`config.mk`:
```
export PLATFORM = sky130hd
export DESIGN_NAME = agc_multistep
export DESIGN_NICKNAME = d
export VERILOG_FILES = /design/src/rtl/agc_multistep.sv
export SDC_FILE = /design/constraint.sdc
export NUM_CORES = 1
export LEC_CHECK = 0
export ABC_AREA = 1
export CAP_MARGIN = 25
export CORE_ASPECT_RATIO = 1.25
export CORE_UTILIZATION = 40
export CTS_CLUSTER_SIZE = 24
export DETAILED_ROUTE_END_ITERATION = 10
export PLACE_DENSITY = 0.58
export SLEW_MARGIN = 25
export SYNTH_ARGS = -nofsm -noshare
export SYNTH_HDL_FRONTEND = slang
export SYNTH_SLANG_ARGS = --single-unit
```
`constraint.sdc`:
```
create_clock -name adc_clk -period 2.3 [get_ports adc_clk]
set_input_delay 0.46 -clock adc_clk [delete_from_list [all_inputs] [get_ports adc_clk]]
set_output_delay 0.46 -clock adc_clk [all_outputs]
set_load 0.05 [all_outputs]
```
`src/rtl/agc_multistep.sv`:
```
// Multi-step automatic gain controller: measures peak-to-peak amplitude over windows of
// valid ADC samples and steps the relay gain index up/down, with overload and manual override.
module agc_multistep #(
  parameter int                        DATA_W         = 12,
  parameter int                        N_GAIN         = 4,
  parameter int                        IDX_W          = (N_GAIN > 1) ? $clog2(N_GAIN) : 1,
  parameter int                        CTRL_W         = 2,
  parameter logic [N_GAIN*CTRL_W-1:0]  GAIN_MAP       = {2'd3, 2'd2, 2'd1, 2'd0},
  parameter logic [N_GAIN*DATA_W-1:0]  LOWER_TH       = {12'd1798, 12'd1791, 12'd1791, 12'd1791},
  parameter logic [N_GAIN*DATA_W-1:0]  UPPER_TH       = {12'd3883, 12'd3723, 12'd3883, 12'd3685},
  parameter int                        OVER_TH        = 3941,
  parameter int                        WINDOW         = 512,
  parameter int                        SETTLE_CYCLES  = 10,
  parameter int                        STABLE_WINDOWS = 3,
  parameter int                        INIT_IDX       = 0
) (
  input  logic              adc_clk,
  input  logic              rst_n,
  input  logic [DATA_W-1:0] adc_data,
  input  logic              adc_valid,
  input  logic              manual_en,
  input  logic [IDX_W-1:0]  manual_idx,
  output logic [CTRL_W-1:0] gain_ctrl,
  output logic [IDX_W-1:0]  gain_idx,
  output logic              stable,
  output logic [DATA_W-1:0] pp_value,
  output logic              pp_valid,
  output logic              overload
);

  localparam int CNT_W = $clog2(WINDOW + 1);
  localparam int SET_W = (SETTLE_CYCLES > 1) ? $clog2(SETTLE_CYCLES) : 1;
  localparam int STB_W = $clog2(STABLE_WINDOWS + 1);

  localparam logic [IDX_W-1:0]  MAX_IDX  = IDX_W'(N_GAIN - 1);
  localparam logic [IDX_W:0]    MAX_EXT  = (IDX_W + 1)'(N_GAIN - 1);
  localparam logic [IDX_W-1:0]  RST_IDX  = IDX_W'(INIT_IDX);
  localparam logic [DATA_W-1:0] OVER_LVL = DATA_W'(OVER_TH);
  localparam logic [CNT_W-1:0]  LAST_CNT = CNT_W'(WINDOW - 1);
  localparam logic [SET_W-1:0]  SET_LAST = SET_W'(SETTLE_CYCLES - 1);
  localparam logic [STB_W-1:0]  STB_MAX  = STB_W'(STABLE_WINDOWS);

  typedef enum logic [1:0] {ST_SAMPLE, ST_CALC, ST_EVAL, ST_SETTLE} state_t;

  state_t            state;
  logic [DATA_W-1:0] acc_max, acc_min;
  logic [CNT_W-1:0]  acc_cnt;
  logic [SET_W-1:0]  settle_cnt;
  logic [STB_W-1:0]  stable_cnt;
  logic              manual_q;

  logic [IDX_W-1:0]  manual_clamped;
  logic [IDX_W-1:0]  eval_target;
  logic              eval_out_of_range;
  logic [DATA_W-1:0] lower_th, upper_th;
  logic [IDX_W:0]    idx_ext;

  function automatic logic [CTRL_W-1:0] map_ctrl(input logic [IDX_W-1:0] idx);
    return GAIN_MAP[int'(idx)*CTRL_W +: CTRL_W];
  endfunction

  // NOTE: every output of this block gets a default first so no latch is inferred.
  always_comb begin
    manual_clamped    = (manual_idx > MAX_IDX) ? MAX_IDX : manual_idx;
    lower_th          = LOWER_TH[int'(gain_idx)*DATA_W +: DATA_W];
    upper_th          = UPPER_TH[int'(gain_idx)*DATA_W +: DATA_W];
    idx_ext           = {1'b0, gain_idx};
    eval_target       = gain_idx;
    eval_out_of_range = 1'b1;
    if (pp_value > upper_th) begin
      eval_target = (gain_idx == '0) ? '0 : gain_idx - 1'b1;
    end else if (pp_value < (lower_th >> 2)) begin
      // Far too quiet: coarse two-step jump, clamped at the top of the table.
      eval_target = (idx_ext + (IDX_W + 1)'(2) > MAX_EXT) ? MAX_IDX : gain_idx + IDX_W'(2);
    end else if (pp_value < lower_th) begin
      eval_target = (gain_idx == MAX_IDX) ? MAX_IDX : gain_idx + 1'b1;
    end else begin
      eval_out_of_range = 1'b0;
    end
  end

  // NOTE: sequential state uses non-blocking assignments only, so every register sees pre-edge values.
  always_ff @(posedge adc_clk) begin
    if (!rst_n) begin
      state      <= ST_SAMPLE;
      acc_max    <= '0;
      acc_min    <= '1;
      acc_cnt    <= '0;
      settle_cnt <= '0;
      stable_cnt <= '0;
      manual_q   <= 1'b0;
      gain_idx   <= RST_IDX;
      gain_ctrl  <= map_ctrl(RST_IDX);
      pp_value   <= '0;
      pp_valid   <= 1'b0;
      overload   <= 1'b0;
    end else begin
      pp_valid <= 1'b0;
      overload <= 1'b0;
      manual_q <= manual_en;

      if (manual_en) begin
        gain_idx   <= manual_clamped;
        gain_ctrl  <= map_ctrl(manual_clamped);
        stable_cnt <= '0;
      end

      if (manual_q && !manual_en) begin
        // Leaving manual mode: let the front end settle before trusting measurements again.
        state      <= ST_SETTLE;
        settle_cnt <= '0;
        stable_cnt <= '0;
        acc_max    <= '0;
        acc_min    <= '1;
        acc_cnt    <= '0;
      end else begin
        case (state)
          ST_SAMPLE: begin
            if (adc_valid) begin
              if (adc_data >= OVER_LVL) begin
                overload   <= 1'b1;
                stable_cnt <= '0;
                acc_max    <= '0;
                acc_min    <= '1;
                acc_cnt    <= '0;
                if (!manual_en && gain_idx != '0) begin
                  gain_idx   <= gain_idx - 1'b1;
                  gain_ctrl  <= map_ctrl(gain_idx - 1'b1);
                  settle_cnt <= '0;
                  state      <= ST_SETTLE;
                end
              end else begin
                if (adc_data > acc_max) acc_max <= adc_data;
                if (adc_data < acc_min) acc_min <= adc_data;
                acc_cnt <= acc_cnt + 1'b1;
                if (acc_cnt == LAST_CNT) state <= ST_CALC;
              end
            end
          end
          ST_CALC: begin
            pp_value <= acc_max - acc_min;
            pp_valid <= 1'b1;
            acc_max  <= '0;
            acc_min  <= '1;
            acc_cnt  <= '0;
            state    <= ST_EVAL;
          end
          ST_EVAL: begin
            state <= ST_SAMPLE;
            if (!manual_en) begin
              if (eval_target != gain_idx) begin
                gain_idx   <= eval_target;
                gain_ctrl  <= map_ctrl(eval_target);
                stable_cnt <= '0;
                settle_cnt <= '0;
                state      <= ST_SETTLE;
              end else if (eval_out_of_range) begin
                stable_cnt <= '0;
              end else if (stable_cnt != STB_MAX) begin
                stable_cnt <= stable_cnt + 1'b1;
              end
            end
          end
          ST_SETTLE: begin
            if (settle_cnt == SET_LAST) state <= ST_SAMPLE;
            else settle_cnt <= settle_cnt + 1'b1;
          end
          default: state <= ST_SAMPLE;
        endcase
      end
    end
  end

  assign stable = (stable_cnt == STB_MAX) && !manual_en;

endmodule

```
==> summary.md, run 1 <==
| Metric | Value |
|---|---|
| CP Capture Type | `flop` |
| Sequential share of the synthesized area | `27.3%` |
| CP endpoint | `settle_cnt[0]$_SDFFE_PP0P_` |
| CP Class | `reg2reg` |
| Cell total after placement | `870` |
| Hold-fix buffers, CTS | `0` |
| Die W | `96.6 um` |
| Fin. max-slew vios | `0` |
| Ports | `37` |
| Mean post-synth cell area | `7.12 um2` |
| Crit path cell chain | `inv_4, ha_4, inv_2, ha_1, nand3_1, nand2_1, a21oi_2, nand2_2, nand2_4, inv_1, nand2_1, nand2_1, nand2_1, nand2_2, nand3_4, nand2_4, or2_1, a21oi_2` |
| CP Data Required Time | `2580 ps` |
| Run status | `complete, but fails checks` |
| Pwr/cell area | `1140 mW/mm2` |
| Cell area after synthesis | `0.00448 mm2` |
| Final worst-path cycle share | `106%` |
| GRT overflow | `0` |
| Peak VDD IR | `0.499 mV` |
| Most common cell in the netlist | `inv_1` |
| NumNets Final | `834` |
| Routability cong. | `0.845` |
| Mapped Nets | `704` |
| Initial core utilization | `41.7%` |
| Crit-path max FO | `5` |
| Asr flop ratio synth | `0%` |
| Pin count of the biggest net entering global routing | `25` |
| CTS tree | `yes` |
| Die area | `0.0116 mm2` |
| Yosys reg bits | `61` |
| Yosys top cell by area | `dfxtp_1` |
| Worst Hold Class | `reg2reg` |
| Yosys top cell area share | `27.3%` |
| CP delay by family, top | `simple AND/OR/NAND/NOR gates` |
| Hold Slack | `499 ps` |
| Minimum clock period | `2440 ps` |
| PortBufs | `36` |
| Fmax | `410 MHz` |
| Share of layout cells above drive strength 1 | `27.2%` |
| Initial antenna violation count | `0` |
| Non-Filler Instances | `896` |
| Total CTS buffers | `9` |
| First-pass GRT wire length | `20400 um` |
| Max-slew headroom | `63.2%` |
| Post-DP HPWL | `9670 um` |
| Clock-pin slew on the worst setup and hold paths | `50 ps` |
| Setup TNS | `-1040 ps` |
| Synth-to-Final Area Change | `42.2%` |
| GR Util All Layers | `21.6%` |
| R2R cell count | `18` |
| Synth warn | `0` |
| Overall power | `7230 uW` |
| RR Endpoint | `settle_cnt[0]$_SDFFE_PP0P_` |
| Crit path DAT | `2720 ps` |
| Vias per inst | `5.17` |
| Final hold vios | `0` |
| Top cells by area, synth | `dfxtp_1 (27%), ha_1 (16%), inv_1 (8.2%)` |
| Number of synthesized flops with an enable pin | `0` |
| Top_reg_cell synth | `dfxtp_1` |
| Worst path depth | `18` |
| Clk_lat worst skew | `330 ps` |
| Clock root buffer | `clkbuf_16` |
| Vias in the first global route | `4510` |
| Static Leak | `0.00299 uW` |
| Core footprint | `0.0107 mm2` |
| WL per Instance | `13.8 um` |
| Failing checks | `setup timing` |
| Final WS setup | `-141 ps` |
| Pre-CTS WS | `-675 ps` |
| Top cells by count, synth | `inv_1 (98), nand2_1 (92), nor2_1 (66), dfxtp_1 (61), ha_1 (56)` |
| Setup violators final | `9` |
| RSZ-0062 raised after global routing | `yes` |
| Wirelength, routed | `12400 um` |
| CTS H-Tree Depth | `3` |
| Netlist cell types | `47` |
| Cell mode on critical path | `nand2_1` |
| Syn Inst Count | `629` |
| Clk buf depth | `2` |
| MaxCap Viol Count | `0` |
| Initial DRC count | `175` |
| Row cnt | `42` |
| Vias | `4636` |
| Clk sinks | `61` |
| Slowest-stage cell, CP | `dfxtp_4` |
| Worst-Margin Slew | `550 ps` |
| Post-DRT Antenna Nets | `0` |
| Antenna diodes | `0` |
| First-pass DRT Iterations | `5` |
| Worst path bufs/invs | `3` |
| FF-to-FF setup slack | `-140 ps` |
| Worst path max stage delay | `370 ps` |
| CP startpoint kind | `flop` |
| CP startpoint | `gain_idx[0]$_SDFF_PN0_` |
| Die H | `120 um` |
| Worst r2r src | `gain_idx[0]$_SDFF_PN0_` |
| Post-route DRC violation count | `0` |
| Layout Skew | `7.84 ps` |
[report_power, final]
part / internal [uW] / leakage [uW] / total (uW) / switching [uW]
Clock: 897 / 0.000152 / 1400 / 499
Sequential: 1320 / 0.000501 / 1580 / 255
Combinational: 1770 / 0.00233 / 4250 / 2480
Total: 3990 / 0.00299 / 7230 / 3240
[cells in the final DEF, fill, tap and decap left out, types with 4 or more instances in the layout]
master	instances
inv_1	91
buf_4	91
nand2_1	80
nor2_1	62
dfxtp_1	56
ha_1	43
a21oi_1	40
o21ai_0	31
nand3_1	28
clkdlybuf4s50_1	26
nand2_2	16
o211ai_1	16
a22oi_1	12
ha_4	11
inv_2	10
xor2_1	10
nand4_1	9
clkbuf_16	9
a21oi_2	8
o21ai_1	8
nand3_2	7
dlymetal6s2s_1	7
nor3_1	6
nor2_2	5
o21ai_2	5
nor3_2	4
[area by class of cell]
class	instances	area (um2)
clock buffer	11	253
clock inverter	5	57.6
fill	991	4360
inverter	104	400
multi-input combinational	453	3150
sequential	61	1230
tap	132	165
timing repair buffer	129	1100
timing repair inverter	1	7.51
[cell families (layout without fill, tap and decap cells)]
| kind of cell | count (synthesis) | count (layout) | share of synthesized area (%) |
|---|---|---|---|
| simple gates | 238 | 239 | 24.7 |
| compound gates | 144 | 144 | 19.6 |
| buf+inv | 116 | 250 | 9.78 |
| flops | 61 | 61 | 27.3 |
| fa+ha+maj | 57 | 57 | 16.1 |
| xor+xnor | 13 | 13 | 2.54 |
[worst reg2reg max path, delay by kind of cell, from the launching register on]
family	cells	cell delay [ps]
flops	1	370
simple gates	11	1100
compound gates	2	260
fa+ha+maj	2	450
buf+inv	3	220
[flip-flops by register name, summed over array words and instances, names as in the netlist]
register and flops:
gain_idx 2, pp_valid 1, manual_q 1, overload 1
acc_cnt 10, stable_cnt 2, gain_ctrl 2, acc_max 12
pp_value 12, settle_cnt 4, state 2, acc_min 12
[per-stage QoR]
step           util, %  instance area [um2]
2_1_floorplan        -                 4550
3_3_place_gp      53.0                 5680
3_5_place_dp      53.0                 5680
4_1_cts           57.1                 6120
5_1_grt           59.4                 6360
6_report          59.4                 6360
[worst min-delay path by stage]
stage | start | end | cells after the start
2_1_floorplan | acc_cnt[1]$_SDFFE_PP0P_ | acc_cnt[1]$_SDFFE_PP0P_ | 2
3_3_place_gp | acc_cnt[1]$_SDFFE_PP0P_ | acc_cnt[1]$_SDFFE_PP0P_ | 2
3_5_place_dp | acc_cnt[1]$_SDFFE_PP0P_ | acc_cnt[1]$_SDFFE_PP0P_ | 2
4_1_cts | acc_cnt[1]$_SDFFE_PP0P_ | acc_cnt[1]$_SDFFE_PP0P_ | 2
5_1_grt | settle_cnt[1]$_SDFFE_PP0P_ | settle_cnt[1]$_SDFFE_PP0P_ | 2
6_report | acc_cnt[1]$_SDFFE_PP0P_ | acc_cnt[1]$_SDFFE_PP0P_ | 2
[routing by layer]
metal,wire (um),share of wire (%),vias to the layer above,track usage (%)
met2,6370,51,72,39.5
met4,332,2.7,0,8.40
met3,367,3.0,23,4.16
met5,0,0,-,0
met1,5310,43,2160,24.7
li1,-,-,2381,-
[repair_timing]
item | CTS | global route
cloned | 1 | 1
endpoints found under the setup margin | 36 | 45
pin swaps | 22 | 34
gates resized for setup | 31 | 53
setup buffers | 4 | 4
No activity file was read; power rests on OpenSTA's default activity.
==> inputs of run 2 (changes only) <==
--- a/config.mk
+++ b/config.mk
@@ -8,7 +8,9 @@
 export ABC_AREA = 1
 export CAP_MARGIN = 25
 export CORE_ASPECT_RATIO = 1.25
+export CORE_MARGIN = 10
 export CORE_UTILIZATION = 40
+export CTS_BUF_LIST = sky130_fd_sc_hd__clkbuf_8
 export CTS_CLUSTER_SIZE = 24
 export DETAILED_ROUTE_END_ITERATION = 10
 export PLACE_DENSITY = 0.58
==> run 2 against run 1 <==
  * The run still ends with setup timing left
  * Non-clock buffer count fell by 9
  * Fmax fell by 2.2%
  * Largest cell class unchanged
  * Critical path type unchanged
  * Global-route usage fell by 6.4 points
  * Wire length fell by 0.74%
  * Critical endpoint is now settle_cnt[2]$_SDFFE_PP0P_
==> summary.md, run 2 (same netlist as run 1, synthesis figures left out) <==
| Metric | Value |
|---|---|
| Final WS setup | `-196 ps` |
| Hold Slack | `517 ps` |
| Pwr/cell area | `1100 mW/mm2` |
| Cell mode on critical path | `nand3_2` |
| Vias | `4496` |
| Fin. max-slew vios | `0` |
| Die H | `138 um` |
| Commonest non-fill, non-tap cell in the layout | `inv_1` |
| Setup TNS | `-1390 ps` |
| Vias in the first global route | `4411` |
| Wirelength, routed | `12300 um` |
| Worst path max stage delay | `400 ps` |
| Vias per inst | `5.06` |
| Initial antenna violation count | `0` |
| Ports | `37` |
| GRT overflow | `0` |
| Worst Hold Class | `reg2reg` |
| Final worst-path cycle share | `109%` |
| GR Util All Layers | `15.3%` |
| Failing checks | `setup timing` |
| Max-slew headroom | `63.0%` |
| Die W | `115 um` |
| Crit path DAT | `2780 ps` |
| Largest registers | `acc_max x12, acc_min x12, pp_value x12` |
| Clock-pin slew on the worst setup and hold paths | `80 ps` |
| WL per Instance | `13.8 um` |
| CP startpoint kind | `flop` |
| Clock root buffer | `clkbuf_8` |
| Initial core utilization | `40.6%` |
| Commonest non-fill, non-tap cells in the layout | `inv_1 (94), nand2_1 (82), buf_4 (82)` |
| PortBufs | `36` |
| Peak VDD IR | `0.470 mV` |
| CP delay by family, top | `simple AND/OR/NAND/NOR gates` |
| Layout Skew | `19.1 ps` |
| Row cnt | `43` |
| Pin count of the biggest net entering global routing | `25` |
| CTS tree | `yes` |
| CP Data Required Time | `2580 ps` |
| Total CTS buffers | `9` |
| Clk sinks | `61` |
| CP Capture Type | `flop` |
| Initial DRC count | `180` |
| NumNets Final | `824` |
| Post-DRT Antenna Nets | `0` |
| Hold-fix buffers, CTS | `0` |
| Die area | `0.0158 mm2` |
| Minimum clock period | `2500 ps` |
| Run status | `complete, but fails checks` |
| RSZ-0062 raised after global routing | `yes` |
| Slowest-stage cell, CP | `dfxtp_4` |
| Setup violators final | `9` |
| Core footprint | `0.0110 mm2` |
| Routability cong. | `0.869` |
| CTS H-Tree Depth | `3` |
| Clk_lat worst skew | `360 ps` |
| Cell total after placement | `866` |
| Post-DP HPWL | `9880 um` |
| Crit path cell chain | `ha_4, inv_6, ha_4, nand4_1, nor2_2, nand3_2, nand3_4, nand2_1, nand3_2, nand3_2, nand2_2, nand2_1, nand2_2, nand3_4, nand2_4, o21ai_4, nor3b_2` |
| Non-Filler Instances | `889` |
| Worst path bufs/invs | `1` |
| CP Class | `reg2reg` |
| Worst-Margin Slew | `553 ps` |
| Fill count | `1051` |
| Final hold vios | `0` |
| Pre-CTS WS | `-389 ps` |
| MaxCap Viol Count | `0` |
| Antenna diodes | `0` |
| Synth-to-Final Area Change | `36.5%` |
| Static Leak | `0.00284 uW` |
| First-pass DRT Iterations | `4` |
| Crit-path max FO | `5` |
| Post-route DRC violation count | `0` |
| Clk buf depth | `2` |
| Fmax | `401 MHz` |
| First-pass GRT wire length | `20200 um` |
| Share of layout cells above drive strength 1 | `24.5%` |
[run 2: worst paths after layout]
kind,from,end,slack [ps],depth (start not counted)
hold / removal,acc_cnt[1]$_SDFFE_PP0P_,acc_cnt[1]$_SDFFE_PP0P_,520,2
setup reg to reg,gain_idx[0]$_SDFF_PN0_,settle_cnt[2]$_SDFFE_PP0P_,-200,17
hold reg to reg,acc_cnt[1]$_SDFFE_PP0P_,acc_cnt[1]$_SDFFE_PP0P_,520,2
setup / recovery,gain_idx[0]$_SDFF_PN0_,settle_cnt[2]$_SDFFE_PP0P_,-200,17
[run 2: area by class of cell]
class                           count  area [um2]  share of cell area [%]
Clock buffer                        9         124                    2.03
Clock inverter                      7        66.3                    1.09
Inverter                          104         403                    6.60
Multi-Input combinational cell    453        3090                    50.6
Sequential cell                    61        1230                    20.1
Tap cell                          135         169                    2.77
Timing Repair Buffer              120        1020                    16.8
[run 2: report_power, final]
group	internal (uW)	switching, uW	total [uW]
registers	1320	281	1600
clock network	494	453	947
logic	1740	2400	4140
total	3550	3140	6690
[run 2: metal layers]
| layer | vias to the layer above | share of wire, % | global-route usage, % |
|---|---|---|---|
| met2 | 65 | 51 | 26.1 |
| met5 | - | 0 | 0 |
| li1 | 2359 | - | - |
| met3 | 17 | 3.2 | 3.38 |
| met4 | 0 | 1.8 | 6.68 |
| met1 | 2055 | 44 | 17.6 |
[run 2: timing repair]
| item | CTS | global route |
|---|---|---|
| hold endpoints to repair | 0 | 0 |
| resized for setup | 15 | 47 |
| cloned | 1 | 1 |
| buffers inserted | 1 | 4 |
| pin swaps | 6 | 32 |
| setup endpoints to repair | 15 | 45 |
[run 2: worst reg2reg max path: stages (launching register included)]
cell     delay (ps)
dfxtp_4         400
ha_4            190
inv_6            50
ha_4            250
nand4_1         120
nor2_2          190
nand3_2         150
nand3_4         110
nand2_1          60
nand3_2          60
nand3_2          80
nand2_2          80
nand2_1          60
nand2_2          90
nand3_4         120
nand2_4         140
o21ai_4          80
nor3b_2         180
[run 2: through the flow]
stage / util, % / area (um2) / power [uW]
floorplan: - / 4550 / 3990
global placement: 51.1 / 5640 / 5320
detailed placement: 51.1 / 5640 / 5400
CTS: 53.5 / 5900 / 6460
global route: 55.4 / 6110 / 7250
finish: 55.4 / 6110 / 6690
==> inputs of run 3 (changes only) <==
--- a/config.mk
+++ b/config.mk
@@ -5,7 +5,7 @@
 export SDC_FILE = /design/constraint.sdc
 export NUM_CORES = 1
 export LEC_CHECK = 0
-export ABC_AREA = 1
+export ABC_AREA = 0
 export CAP_MARGIN = 25
 export CORE_ASPECT_RATIO = 1.25
 export CORE_MARGIN = 10
==> run 3 against run 2 <==
  * The run still ends with setup timing left
  * Fmax down 14%
  * Critical path type unchanged
  * Critical endpoint is now gain_ctrl[0]$_SDFF_PN0_
  * Wire length up 1.8%
  * Register-to-register slack worse by 420 ps
  * Critical path depth down 4
==> summary.md, run 3 <==
| Metric | Value |
|---|---|
| Placed cell areas | `0.00579 mm2` |
| Cell area after synthesis | `0.00454 mm2` |
| Clock root buffer | `clkbuf_8` |
| Top cells by count, synth | `dfxtp_1 (61), ha_1 (56), inv_1 (45), nand2_1 (44), nor2_1 (42)` |
| Die area | `0.0160 mm2` |
| CP startpoint | `gain_idx[0]$_SDFF_PN0_` |
| Final Cell Area | `0.00635 mm2` |
| Slowest-stage cell, CP | `dfxtp_4` |
| Clk_lat worst skew | `360 ps` |
| Synth warn | `0` |
| CP startpoint kind | `flop` |
| Worst-Margin Slew | `507 ps` |
| Yosys top cell by area | `dfxtp_1` |
| Worst path depth | `13` |
| CTS tree | `yes` |
| Share of layout cells above drive strength 1 | `29.5%` |
| Yosys reg bits | `61` |
| Worst Hold Class | `in2reg` |
| Register area | `0.00123 mm2` |
| Top_reg_cell synth | `dfxtp_1` |
| Cell total after placement | `810` |
| Static Leak | `0.00272 uW` |
| Syn Inst Count | `559` |
| Initial core utilization | `41.0%` |
| Run status | `complete, but fails checks` |
| Antenna diodes | `0` |
| Asr flop ratio synth | `0%` |
| CP Capture Type | `flop` |
| RSZ-0062 raised after global routing | `yes` |
| Crit-path max FO | `5` |
| Setup violators final | `12` |
| Crit path cell chain | `inv_6, ha_4, inv_4, ha_4, a211oi_2, nor2_1, o31a_1, a211o_1, a22o_1, o311a_4, or3_4, a21oi_4, a221oi_2` |
| RR Endpoint | `gain_ctrl[0]$_SDFF_PN0_` |
| CP endpoint | `gain_ctrl[0]$_SDFF_PN0_` |
| Pin count of the biggest net entering global routing | `23` |
| Final hold vios | `0` |
| Sequential share of the synthesized area | `26.9%` |
| Ports | `37` |
| Number of synthesized flops with an enable pin | `0` |
| Most common cell in the netlist | `dfxtp_1` |
| Commonest non-fill, non-tap cell in the layout | `buf_4` |
| Final WS setup | `-618 ps` |
| Synth-to-Final Area Change | `39.8%` |
| First-pass GRT wire length | `20700 um` |
| Initial antenna violation count | `0` |
| CP delay by family, top | `compound AO/OA/AOI/OAI gates` |
| Row cnt | `43` |
| Clk buf depth | `2` |
| Worst path bufs/invs | `2` |
| Vias in the first global route | `4390` |
| Max-slew headroom | `66.1%` |
| Top cells by area, synth | `dfxtp_1 (27%), ha_1 (15%), inv_1 (3.7%)` |
| Initial DRC count | `211` |
| Fin. max-slew vios | `0` |
| PortBufs | `36` |
| Fmax | `343 MHz` |
| Routability cong. | `0.901` |
| CTS H-Tree Depth | `3` |
| Minimum clock period | `2920 ps` |
| Die W | `115 um` |
| Yosys top cell area share | `26.9%` |
| Mapped Nets | `634` |
| WL per Instance | `15.1 um` |
| Final worst-path cycle share | `127%` |
| Vias | `4530` |
| Cell mode on critical path | `ha_4` |
| Mean post-synth cell area | `8.12 um2` |
| CP Class | `reg2reg` |
| Peak VDD IR | `0.265 mV` |
| R2R cell count | `13` |
| Commonest non-fill, non-tap cells in the layout | `buf_4 (96), dfxtp_1 (55), nand2_1 (44), ha_1 (44), nor2_1 (42)` |
| FF-to-FF setup slack | `-620 ps` |
| GRT overflow | `0` |
| Pwr/cell area | `621 mW/mm2` |
| Failing checks | `setup timing` |
| Die H | `139 um` |
| Post-DP HPWL | `9840 um` |
| NumNets Final | `767` |
| Largest registers | `acc_max x12, acc_min x12, pp_value x12` |
| MaxCap Viol Count | `0` |
| Fill count | `1016` |
| Layout Skew | `20.4 ps` |
| Area of the multi-input gates | `0.00342 mm2` |
| Wirelength, routed | `12500 um` |
| GR Util All Layers | `15.5%` |
| CP Data Required Time | `2530 ps` |
| Total CTS buffers | `9` |
| Crit path DAT | `3150 ps` |
| First-pass DRT Iterations | `4` |
| Worst r2r src | `gain_idx[0]$_SDFF_PN0_` |
| Vias per inst | `5.46` |
| Netlist cell types | `70` |
| Post-route DRC violation count | `0` |
| Post-DRT Antenna Nets | `0` |
| Clock-pin slew on the worst setup and hold paths | `70 ps` |
| Clk sinks | `61` |
| Worst path max stage delay | `410 ps` |
| Non-Filler Instances | `830` |
| Core footprint | `0.0111 mm2` |
## run 3: per-layer routing
metal | vias to the layer above | GRT usage (%) | share of wire, %
met1 | 2118 | 18.4 | 45
met2 | 78 | 26.2 | 50
li1 | 2316 | - | -
met3 | 18 | 2.90 | 3.4
met5 | - | 0 | 0
met4 | 0 | 6.53 | 2.2
## run 3: cell type report
cell class | count | share of cell area [%]
Clock inverter | 3 | 0.217
Inverter | 45 | 2.82
Sequential cell | 61 | 19.4
Multi-Input combinational cell | 435 | 53.9
Timing Repair Buffer | 140 | 18.6
Clock buffer | 11 | 2.39
Tap cell | 135 | 2.66
## run 3: through the flow
stage	total power (uW)	hold WS (ps)	setup slack [ps]	TNS (ps)	util [%]
floorplan	2250	436	-654	-5140	-
global placement	2870	443	-745	-25570	52.3
detailed placement	2900	452	-786	-26880	52.3
CTS	3840	466	-596	-5330	55.4
global route	4190	436	-693	-6630	57.3
finish	3940	426	-618	-5380	57.3
## run 3: worst min path at each step
stage | startpoint | endpoint | slack, ps | cells after the start
4_1_cts | acc_min[6]$_SDFFE_PP1P_ | acc_min[6]$_SDFFE_PP1P_ | 470 | 1
3_5_place_dp | acc_min[6]$_SDFFE_PP1P_ | acc_min[6]$_SDFFE_PP1P_ | 450 | 1
6_report | adc_data[4] | acc_min[4]$_SDFFE_PP1P_ | 430 | 2
2_1_floorplan | acc_min[2]$_SDFFE_PP1P_ | acc_min[2]$_SDFFE_PP1P_ | 440 | 1
3_3_place_gp | acc_min[3]$_SDFFE_PP1P_ | acc_min[3]$_SDFFE_PP1P_ | 440 | 1
5_1_grt | adc_data[4] | acc_min[4]$_SDFFE_PP1P_ | 440 | 2
## run 3: logic make-up (layout without fill, tap and decap cells)
| family | after synthesis | count (layout) | synth area share (%) |
|---|---|---|---|
| and+or+nand+nor | 195 | 195 | 22.3 |
| AOI/OAI and AO/OA | 166 | 166 | 25.8 |
| buffers and inverters | 63 | 199 | 5.59 |
| DFF | 61 | 61 | 26.9 |
| adders and majority gates | 57 | 57 | 15.9 |
| xor gates and xnor gates | 12 | 12 | 2.31 |
| muxes | 5 | 5 | 1.21 |
## run 3: timing repair
action,CTS,global route
cloned,0,0
resized for setup,42,49
buffers inserted,4,2
endpoints found under the setup margin,40,43
hold buffers,0,0
pin swaps,17,12
## run 3: where the power goes
part / switching, uW / leakage, uW / internal, uW
Clock: 420 / 0.0000922 / 430
Sequential: 92.6 / 0.000499 / 1150
Combinational: 977 / 0.00213 / 867
